<file path="src/rtl/image_scanner_pkg.sv">
// ---------------------------------------------------------------------------
// image_scanner_pkg
//   Definitions shared by the image scanner, its RAM bus interface and the
//   RAM loader: the image entry geometry, the scanner state encoding and a
//   small address helper.
// ---------------------------------------------------------------------------
package image_scanner_pkg;

  localparam int RAM_WIDTH     = 8;
  localparam int RAM_ADDR_BITS = 3;

  typedef enum logic [1:0] {
    ST_IDLE = 2'd0,
    ST_READ = 2'd1,
    ST_WAIT = 2'd2,
    ST_SHOW = 2'd3
  } scan_state_e;

  // Next image address; the natural overflow of the adder gives the
  // last -> 0 wrap because the depth is a power of two.
  function automatic logic [RAM_ADDR_BITS-1:0] next_addr(
    input logic [RAM_ADDR_BITS-1:0] addr
  );
    return addr + RAM_ADDR_BITS'(1);
  endfunction

endpackage

</file>
<file path="src/rtl/image_scanner_if.sv">
// ---------------------------------------------------------------------------
// image_scanner_if
//   Read-only bus between the image scanner and the image RAM.
//   ram_en   : read strobe from the scanner
//   ram_addr : read address from the scanner
//   ram_do   : read data from the RAM, valid one cycle after ram_en
//   master modport = scanner side, slave modport = RAM side.
//   There is deliberately no write path on this bus.
// ---------------------------------------------------------------------------
interface image_scanner_if;
  import image_scanner_pkg::*;

  logic                     ram_en;
  logic [RAM_ADDR_BITS-1:0] ram_addr;
  logic [RAM_WIDTH-1:0]     ram_do;

  modport master (
    output ram_en,
    output ram_addr,
    input  ram_do
  );

  modport slave (
    input  ram_en,
    input  ram_addr,
    output ram_do
  );

endinterface

</file>
<file path="src/rtl/image_scanner_dwell_timer.sv">
// ---------------------------------------------------------------------------
// image_scanner_dwell_timer
//   Loadable down-counter that sets how long one image entry stays on display.
//   clk        : system clock
//   reset      : synchronous, active-high; clears the count to 0
//   load       : load load_value this cycle (takes priority over dec)
//   load_value : value to load
//   dec        : decrement by one; holds at zero
//   zero       : count is currently zero
// ---------------------------------------------------------------------------
module image_scanner_dwell_timer #(
  parameter int WIDTH = 26
) (
  input  logic             clk,
  input  logic             reset,
  input  logic             load,
  input  logic [WIDTH-1:0] load_value,
  input  logic             dec,
  output logic             zero
);

  logic [WIDTH-1:0] count_q;
  logic [WIDTH-1:0] count_d;

  assign zero = (count_q == '0);

  always_comb begin
    count_d = count_q;
    if (load) begin
      count_d = load_value;
    end else if (dec && !zero) begin
      count_d = count_q - WIDTH'(1);
    end
  end

  always_ff @(posedge clk) begin
    if (reset) begin
      count_q <= '0;
    end else begin
      count_q <= count_d;
    end
  end

endmodule

</file>
<file path="src/rtl/image_scanner.sv">
// ---------------------------------------------------------------------------
// image_scanner
//   Walks the 8-entry image RAM one entry at a time and holds each entry on
//   the display outputs for DWELL_CYCLES cycles so a person can read it.
//   Either free-runs with wrap-around while run is high, or shows exactly
//   one entry per step pulse that arrives while idle.
//
//   clk        : system clock, all logic on posedge
//   reset      : synchronous, active-high
//   run        : level, 1 = scan continuously
//   step       : 1-cycle pulse, scan one entry (honoured only when idle)
//   ram        : read-only RAM bus (ram_en, ram_addr out; ram_do in)
//   disp_addr  : address of the entry being shown
//   disp_data  : entry being shown
//   disp_valid : 1 once any entry has been captured, until reset
//   frame_done : 1-cycle pulse when the scan address wraps last -> 0
//
//   Per entry: READ (strobe RAM) -> WAIT (RAM data valid, capture it)
//   -> SHOW (DWELL_CYCLES cycles), giving DWELL_CYCLES+2 cycles per entry.
// ---------------------------------------------------------------------------
module image_scanner
  import image_scanner_pkg::*;
#(
  parameter int DWELL_CYCLES = 50000000,
  parameter int DWELL_BITS   = 26
) (
  input  logic                     clk,
  input  logic                     reset,
  input  logic                     run,
  input  logic                     step,
  image_scanner_if.master          ram,
  output logic [RAM_ADDR_BITS-1:0] disp_addr,
  output logic [RAM_WIDTH-1:0]     disp_data,
  output logic                     disp_valid,
  output logic                     frame_done
);

  // SHOW counts from DWELL_CYCLES-1 down to 0 inclusive, so it lasts
  // exactly DWELL_CYCLES cycles (one cycle when DWELL_CYCLES is 1).
  localparam logic [DWELL_BITS-1:0] DWELL_LOAD = DWELL_BITS'(DWELL_CYCLES - 1);

  scan_state_e              state_q,      state_d;
  logic [RAM_ADDR_BITS-1:0] addr_q,       addr_d;
  logic [RAM_ADDR_BITS-1:0] disp_addr_q,  disp_addr_d;
  logic [RAM_WIDTH-1:0]     disp_data_q,  disp_data_d;
  logic                     disp_valid_q, disp_valid_d;
  logic                     frame_done_q, frame_done_d;

  logic dwell_load;
  logic dwell_dec;
  logic dwell_zero;

  image_scanner_dwell_timer #(
    .WIDTH (DWELL_BITS)
  ) u_dwell_timer (
    .clk        (clk),
    .reset      (reset),
    .load       (dwell_load),
    .load_value (DWELL_LOAD),
    .dec        (dwell_dec),
    .zero       (dwell_zero)
  );

  // The read strobe is decoded from state; the address is the registered
  // scan pointer, which only moves at the end of SHOW.
  assign ram.ram_en   = (state_q == ST_READ);
  assign ram.ram_addr = addr_q;

  assign disp_addr  = disp_addr_q;
  assign disp_data  = disp_data_q;
  assign disp_valid = disp_valid_q;
  assign frame_done = frame_done_q;

  // Next-state and datapath decode. A step pulse seen outside IDLE falls
  // through every other branch and is therefore dropped, not queued.
  always_comb begin
    state_d      = state_q;
    addr_d       = addr_q;
    disp_addr_d  = disp_addr_q;
    disp_data_d  = disp_data_q;
    disp_valid_d = disp_valid_q;
    frame_done_d = 1'b0;
    dwell_load   = 1'b0;
    dwell_dec    = 1'b0;

    case (state_q)
      ST_IDLE: begin
        if (run || step) begin
          state_d = ST_READ;
        end
      end

      ST_READ: begin
        state_d = ST_WAIT;
      end

      ST_WAIT: begin
        disp_data_d  = ram.ram_do;
        disp_addr_d  = addr_q;
        disp_valid_d = 1'b1;
        dwell_load   = 1'b1;
        state_d      = ST_SHOW;
      end

      ST_SHOW: begin
        if (dwell_zero) begin
          addr_d       = next_addr(addr_q);
          frame_done_d = (addr_q == '1);
          state_d      = run ? ST_READ : ST_IDLE;
        end else begin
          dwell_dec = 1'b1;
        end
      end

      default: begin
        state_d = ST_IDLE;
      end
    endcase
  end

  // State and output registers; reset overrides everything, including a
  // RAM read that is in flight.
  always_ff @(posedge clk) begin
    if (reset) begin
      state_q      <= ST_IDLE;
      addr_q       <= '0;
      disp_addr_q  <= '0;
      disp_data_q  <= '0;
      disp_valid_q <= 1'b0;
      frame_done_q <= 1'b0;
    end else begin
      state_q      <= state_d;
      addr_q       <= addr_d;
      disp_addr_q  <= disp_addr_d;
      disp_data_q  <= disp_data_d;
      disp_valid_q <= disp_valid_d;
      frame_done_q <= frame_done_d;
    end
  end

endmodule

</file>
<file path="src/flat_wrapper.sv">
// flat-port wrapper written by rule: the top's interface ports become plain ports
module image_scanner_flat import image_scanner_pkg::*;
#(
  parameter int DWELL_CYCLES = 50000000,
  parameter int DWELL_BITS   = 26
)
  (clk, reset, run, step, disp_addr, disp_data, disp_valid, frame_done, ram_ram_en, ram_ram_addr, ram_ram_do);
  image_scanner_if ram_i ();
  input  logic clk;
  input  logic reset;
  input  logic run;
  input  logic step;
  output logic [RAM_ADDR_BITS-1:0] disp_addr;
  output logic [RAM_WIDTH-1:0] disp_data;
  output logic disp_valid;
  output logic frame_done;
  output wire logic [$bits(ram_i.ram_en)-1:0] ram_ram_en;
  output wire logic [$bits(ram_i.ram_addr)-1:0] ram_ram_addr;
  input wire logic [$bits(ram_i.ram_do)-1:0] ram_ram_do;
  assign ram_ram_en = ram_i.ram_en;
  assign ram_ram_addr = ram_i.ram_addr;
  assign ram_i.ram_do = ram_ram_do;
  image_scanner #(.DWELL_CYCLES(DWELL_CYCLES), .DWELL_BITS(DWELL_BITS)) u_core (.clk(clk), .reset(reset), .run(run), .step(step), .ram(ram_i), .disp_addr(disp_addr), .disp_data(disp_data), .disp_valid(disp_valid), .frame_done(frame_done));
endmodule
</file>
<file path="config.mk">
export PLATFORM = sky130hd
export DESIGN_NAME = image_scanner_flat
export DESIGN_NICKNAME = d
export VERILOG_FILES = /design/src/rtl/image_scanner_pkg.sv /design/src/rtl/image_scanner_if.sv /design/src/rtl/image_scanner_dwell_timer.sv /design/src/rtl/image_scanner.sv /design/src/flat_wrapper.sv
export SDC_FILE = /design/constraint.sdc
export NUM_CORES = 1
export LEC_CHECK = 0
export CORE_AREA = 5 5 73 75
export CTS_BUF_LIST = sky130_fd_sc_hd__clkbuf_8 sky130_fd_sc_hd__clkbuf_16
export CTS_CLUSTER_DIAMETER = 60
export DETAILED_ROUTE_END_ITERATION = 16
export DIE_AREA = 0 0 78 80
export GPL_ROUTABILITY_DRIVEN = 1
export PLACE_DENSITY = 0.72
export SETUP_SLACK_MARGIN = 0.15
export SYNTH_ARGS = -nofsm -noshare
export SYNTH_HDL_FRONTEND = slang
export SYNTH_SLANG_ARGS = --single-unit
</file>
<file path="constraint.sdc">
create_clock -name clk -period 2.8 [get_ports clk]
set_input_delay 0.42 -clock clk [delete_from_list [all_inputs] [get_ports clk]]
set_output_delay 0.42 -clock clk [all_outputs]
set_load 0.005 [all_outputs]
</file>
==> results.sh, run 1 <==
export IMPL_status="finished, final reports clean"
export IMPL_cts_hold_buf=0
export IMPL_crit_start="u_core.u_dwell_timer.count_q[2]$_SDFFE_PP0P_"
export IMPL_power_density_nw_per_um2=1110
export IMPL_relSlewSlack_pct=67.1
export IMPL_clk_pin_slew_ns=0.08
export IMPL_use_met2_pct=26.1
export IMPL_clockRootBuffer="clkbuf_8"
export IMPL_mostFrequentLayoutCells="dfxtp_1 (44), clkdlybuf4s50_1 (28), nor2_1 (27)"
export IMPL_yosysSeqAreaShare_pct=40.9
export IMPL_reg2reg_from="u_core.u_dwell_timer.count_q[2]$_SDFFE_PP0P_"
export IMPL_cts_tree="done"
export IMPL_worst_ep_required_time_ns=2.99
export IMPL_synth_area_leaders="dfxtp_1 (41%), mux2i_1 (6.5%), nor2_1 (4.7%), or4_1 (4.2%), ha_1 (4.1%)"
export IMPL_slew_violations=0
export IMPL_synth_cells=239
export IMPL_syn_avg_cell_area_um2=9.01
export IMPL_arrival_ns=2.77
export IMPL_die_w_um=78
export IMPL_min_period_ns=2.58
export IMPL_placed_cells=319
export IMPL_grt_overflow=0
export IMPL_clock_path_buffers=2
export IMPL_grt_max_degree=23
export IMPL_post_dp_hpwl_um=3270
export IMPL_worstSetupEndpointType="flip-flop"
export IMPL_final_common_cell="dfxtp_1"
export IMPL_tightest_slew_ns=0.489
export IMPL_wl_um=4610
export IMPL_layoutNonFillerInstCount=327
export IMPL_core_region_area_um2=4600
export IMPL_post_drt_via_cell_ratio=5.78
export IMPL_regToRegSetupSlack_ns=0.22
export IMPL_fin_nets=291
export IMPL_diodes=0
export IMPL_crit_path_start_kind="flip-flop"
export IMPL_max_vdd_ir_drop_v=0.000468
export IMPL_row_count=25
export IMPL_die_area_um2=6240
export IMPL_rsz0062_at_grt="no"
export IMPL_grtUsageTotal_pct=16.4
export IMPL_p_total_uw=2950
export IMPL_leakagePower_uw=0.000999
export IMPL_fin_crit_sh_pct=92.1
export IMPL_cts_buffers=5
export IMPL_syn_nets=258
export IMPL_cts_htree_levels=2
export IMPL_synth_seq_cells=44
export IMPL_r2r_cells=5
export IMPL_postRouteAntennaNets=0
export IMPL_setup_viol=0
export IMPL_synth_top_area_share_pct=40.9
export IMPL_fmax_ghz=0.388
export IMPL_min_to="u_core.disp_valid$_SDFFE_PP0P_"
export IMPL_grt_pass1_vias=1851
export IMPL_antenna_found_initial=0
export IMPL_min_delay_start="u_core.disp_valid$_SDFFE_PP0P_"
export IMPL_drive_gt1_share_pct=12.8
export IMPL_clkLatencyLatePin_ns=0.30
export IMPL_finalHoldViolCount=0
export IMPL_drtIter0Drc=118
export IMPL_timing_worst_setup_path_type="flip-flop to flip-flop"
export IMPL_drc=0
export IMPL_yosys_area_top_type="dfxtp_1"
export IMPL_cts_num_sinks=44
export IMPL_firstDrtPassIters=4
export IMPL_r2r_end="u_core.ram.ram_addr[2]$_SDFFE_PP0N_"
export IMPL_synthDistinctLibCells=43
export IMPL_yosysWarnings=0
export IMPL_grt_pass1_wl_um=8360
export IMPL_fin_tns_setup_ns=0
export IMPL_critPathMaxFanout=7
export IMPL_wl_per_cell_um=14.1
export IMPL_fin_skew_ns=0.00473
export IMPL_start_util_pct=46.8
export IMPL_grt_use_met3_pct=4.63
export IMPL_gr_max_usage_layer="met2"
export IMPL_dr_total_vias=1889
export IMPL_io_pins=29
export IMPL_grtUsageMet1_pct=20.9
export IMPL_port_buffer_count=28
export IMPL_maxCapViolations=0
export IMPL_worstHoldPathCells=2
export IMPL_syn_to_final_growth_pct=23.7
export IMPL_synth_area_um2=2150
export IMPL_worstHoldPathType="flip-flop to flip-flop"
export IMPL_gp_congestion=0.806
export IMPL_dieHeight_um=80
-- Yosys cell counts (all sizes together) --
cell,number
o41a,1
o311ai,2
mux2,1
o2111ai,2
mux2i,14
clkinv,1
nand2b,3
o41ai,2
a21oi,17
inv,8
nand3,1
a211oi,1
nor4b,1
nor2,27
or3,8
nand2,11
o311a,2
o31a,2
o31ai,9
nor3b,2
a31oi,7
nor4,5
ha,7
nand4b,2
o21ai,9
xor2,4
and4b,1
or2,6
nor3,6
buf,8
or4,14
nand3b,1
a21bo,1
clkbuf,7
dfxtp,44
xnor2,1
a2111oi,1
-- sequential cells by signal, indices dropped and copies added (netlist names) --
register / flops
u_core.disp_addr: 3
u_core.disp_data: 8
u_core.disp_valid: 1
u_core.frame_done: 1
u_core.ram.ram_addr: 3
u_core.state_q: 2
u_core.u_dwell_timer.count_q: 26
-- routing by layer --
metal / wire (um) / part of all wire (%)
met1: 2200 / 48
met2: 2060 / 45
met4: 82 / 1.8
met5: 0 / 0
met3: 270 / 5.9
-- worst max path at each step --
stage,to,slack [ns],cells past startpoint
final,u_core.ram.ram_addr[2]$_SDFFE_PP0N_,0.22,5
after global routing,u_core.ram.ram_addr[2]$_SDFFE_PP0N_,0.15,5
after global placement,u_core.u_dwell_timer.count_q[1]$_SDFFE_PP0P_,0.20,6
after floorplan,u_core.u_dwell_timer.count_q[1]$_SDFFE_PP0P_,0.18,8
after detailed placement,u_core.u_dwell_timer.count_q[1]$_SDFFE_PP0P_,0.16,6
after CTS,u_core.u_dwell_timer.count_q[1]$_SDFFE_PP0P_,0.21,6
-- worst max-delay path, cell delays in order, from the launching register on --
cell and delay [ns]:
dfxtp_1 0.37, or4_4 0.59, or4_4 0.60, or4_1 0.65, mux2i_1 0.20, nor2_1 0.05
-- kinds of logic after synthesis --
logic type      after synthesis  share of synthesized area, %
simple gates                 88                          22.9
compound gates               56                          18.2
flops                        44                          40.9
buf+inv                      24                          4.82
mux                          15                          7.03
fa+ha+maj                     7                          4.07
xor+xnor                      5                          2.03
-- where the power goes --
group / internal, uW / leakage (uW) / switching [uW]
Sequential: 781 / 0.000358 / 144
Clock: 292 / 0.0000614 / 218
Combinational: 644 / 0.000579 / 875
-- layout make-up --
type                    count  area (um2)
clock buffers               6        82.6
repair buffers             41         378
well taps                  54        67.6
inverters                   9        33.8
fillers                   396        1930
clock inverters             2        38.8
multi-input cells         171        1180
flip-flops and latches     44         881
-- through the flow --
step	setup WS [ns]	hold WS [ns]	util (%)	cell area [um2]
detailed placement	0.158	0.460	55.0	2530
floorplan	0.180	0.441	-	2150
finish	0.220	0.479	57.9	2660
global placement	0.202	0.460	55.0	2530
CTS	0.210	0.482	57.7	2660
global route	0.154	0.522	57.9	2660
-- what timing repair did --
| action | in CTS | in global routing |
|---|---|---|
| setup buffers | 0 | 0 |
| gates resized for setup | 1 | 1 |
| setup endpoints to repair | 1 | 4 |
| endpoints found under the hold margin | 0 | 0 |
Note: power is estimated with default switching activity, not from simulation.
==> inputs of run 2 (changes only) <==
Settings changed: CAP_MARGIN set to 25, CORE_AREA 5 5 73 75 to 2 2 70 72, DIE_AREA 0 0 78 80 to 0 0 72 74.
==> run 2 against run 1 <==
Against the previous run:
- sequential share of layout area rose by 0.20 points
- non-clock buffer count did not move
- count of clock-buffer cells in the layout did not move
- via count rose by 0.21%
- clock skew rose by 0.0044 ns
- critical path type unchanged
- worst setup slack improved by 0.017 ns
- routed wire length fell by 2.3%
- global-route usage rose by 1.7 points
- combinational power rose by 5%
==> results.sh, run 2 (synthesized netlist as in run 1, its figures left out) <==
export IMPL_status="finished, final reports clean"
export IMPL_dieHeight_um=74
export IMPL_top_register="u_core.u_dwell_timer.count_q"
export IMPL_drc=0
export IMPL_start_util_pct=46.8
export IMPL_cts_num_sinks=44
export IMPL_critPathMaxFanout=9
export IMPL_io_pins=29
export IMPL_post_place_ws_ns=0.0993
export IMPL_postRouteAntennaNets=0
export IMPL_timing_worst_setup_path_type="flip-flop to flip-flop"
export IMPL_dr_total_vias=1893
export IMPL_post_dp_hpwl_um=3140
export IMPL_antenna_found_initial=0
export IMPL_row_count=25
export IMPL_fin_skew_ns=0.00914
export IMPL_slew_violations=0
export IMPL_clk_pin_slew_ns=0.09
export IMPL_firstDrtPassIters=4
export IMPL_cts_buffers=5
export IMPL_grt_pass1_vias=1694
export IMPL_worst_ep_required_time_ns=3.00
export IMPL_grt_pass1_wl_um=7650
export IMPL_cts_htree_levels=2
export IMPL_power_density_nw_per_um2=1110
export IMPL_relSlewSlack_pct=67.1
export IMPL_crit_path_start_kind="flip-flop"
export IMPL_port_buffer_count=28
export IMPL_tightest_slew_ns=0.489
export IMPL_setup_viol=0
export IMPL_die_area_um2=5330
export IMPL_min_period_ns=2.56
export IMPL_arrival_ns=2.76
export IMPL_p_total_uw=2940
export IMPL_fin_crit_sh_pct=91.5
export IMPL_mostFrequentLayoutCells="dfxtp_1 (43), clkdlybuf4s50_1 (28), nor2_1 (27)"
export IMPL_clock_path_buffers=2
export IMPL_grtUsageTotal_pct=18.1
export IMPL_largest_reg_flops=26
export IMPL_final_common_cell="dfxtp_1"
export IMPL_finalWorstSetupSlack_ns=0.237
export IMPL_cts_tree="done"
export IMPL_diodes=0
export IMPL_die_w_um=72
export IMPL_gp_congestion=0.838
export IMPL_syn_to_final_growth_pct=23.1
export IMPL_finalHoldViolCount=0
export IMPL_leakagePower_uw=0.000990
export IMPL_core_region_area_um2=4600
export IMPL_clockRootBuffer="clkbuf_8"
export IMPL_multi_input_area_um2=1200
export IMPL_rsz0062_at_grt="no"
export IMPL_worstHoldPathType="flip-flop to flip-flop"
export IMPL_wl_per_cell_um=13.8
export IMPL_layoutNonFillerInstCount=327
export IMPL_drive_gt1_share_pct=13.9
export IMPL_fin_tns_setup_ns=0
export IMPL_grt_overflow=0
export IMPL_post_drt_via_cell_ratio=5.79
export IMPL_max_vdd_ir_drop_v=0.000513
export IMPL_clkLatencyLatePin_ns=0.30
export IMPL_fmax_ghz=0.390
export IMPL_wl_um=4500
export IMPL_worstSetupEndpointType="flip-flop"
export IMPL_fin_nets=291
export IMPL_placed_cells=319
export IMPL_maxCapViolations=0
export IMPL_grt_max_degree=32
export IMPL_drtIter0Drc=98
export IMPL_regArea_um2=882
export IMPL_fillCellCount=402
run 2: report_power, final:
part           internal [uW]  leakage [uW]  switching, uW
clock                    197     0.0000510            219
sequential               782      0.000358            146
combinational            697      0.000580            900
total                   1680      0.000990           1270
run 2: per-layer routing:
layer	global-route usage, %	vias to the layer above	part of all wire [%]
met3	5.01	7	4.5
met5	0	-	0
met1	22.2	903	49
met4	6.29	0	1.4
met2	30.9	37	46
li1	-	946	-
run 2: repair_timing:
action	in CTS	in global routing
pin swaps	0	1
endpoints found under the setup margin	3	8
gates resized for setup	2	4
hold buffers	0	0
setup buffers	0	0
run 2: through the flow:
step | instance area (um2) | utilization (%) | hold WS (ns)
CTS | 2640 | 57.3 | 0.478
finish | 2650 | 57.7 | 0.475
global route | 2650 | 57.7 | 0.504
global placement | 2530 | 55.0 | 0.458
floorplan | 2150 | - | 0.441
detailed placement | 2530 | 55.0 | 0.458
run 2: worst max-delay path: stages (launching register included):
cell and delay (ns):
dfxtp_1 0.35, or4_4 0.53, buf_4 0.18, nor4_4 0.37
o311ai_4 0.16, buf_4 0.20, or4_1 0.47, and4b_1 0.20
run 2: final cells by class:
class                           count  share of cell area, %
Clock inverter                      2                  0.378
Sequential cell                    44                   33.3
Tap cell                           54                   2.55
Clock buffer                        6                   3.11
Multi-Input combinational cell    171                   45.2
Inverter                            9                   1.27
Timing Repair Buffer               41                   14.3
run 2: path summary, 6_finish.rpt:
check	from	slack (ns)	cells past startpoint	endpoint
min	u_core.disp_valid$_SDFFE_PP0P_	0.48	2	u_core.disp_valid$_SDFFE_PP0P_
min reg2reg	u_core.disp_valid$_SDFFE_PP0P_	0.48	2	u_core.disp_valid$_SDFFE_PP0P_
max	u_core.u_dwell_timer.count_q[6]$_SDFFE_PP0P_	0.24	7	u_core.u_dwell_timer.count_q[23]$_SDFFE_PP0P_
max reg2reg	u_core.u_dwell_timer.count_q[6]$_SDFFE_PP0P_	0.24	7	u_core.u_dwell_timer.count_q[23]$_SDFFE_PP0P_
==> inputs of run 3 (changes only) <==
Settings changed: GPL_ROUTABILITY_DRIVEN 1 to unset.
==> results of run 3 <==
The final DEF is identical to that of run 2; final timing and power are the same.
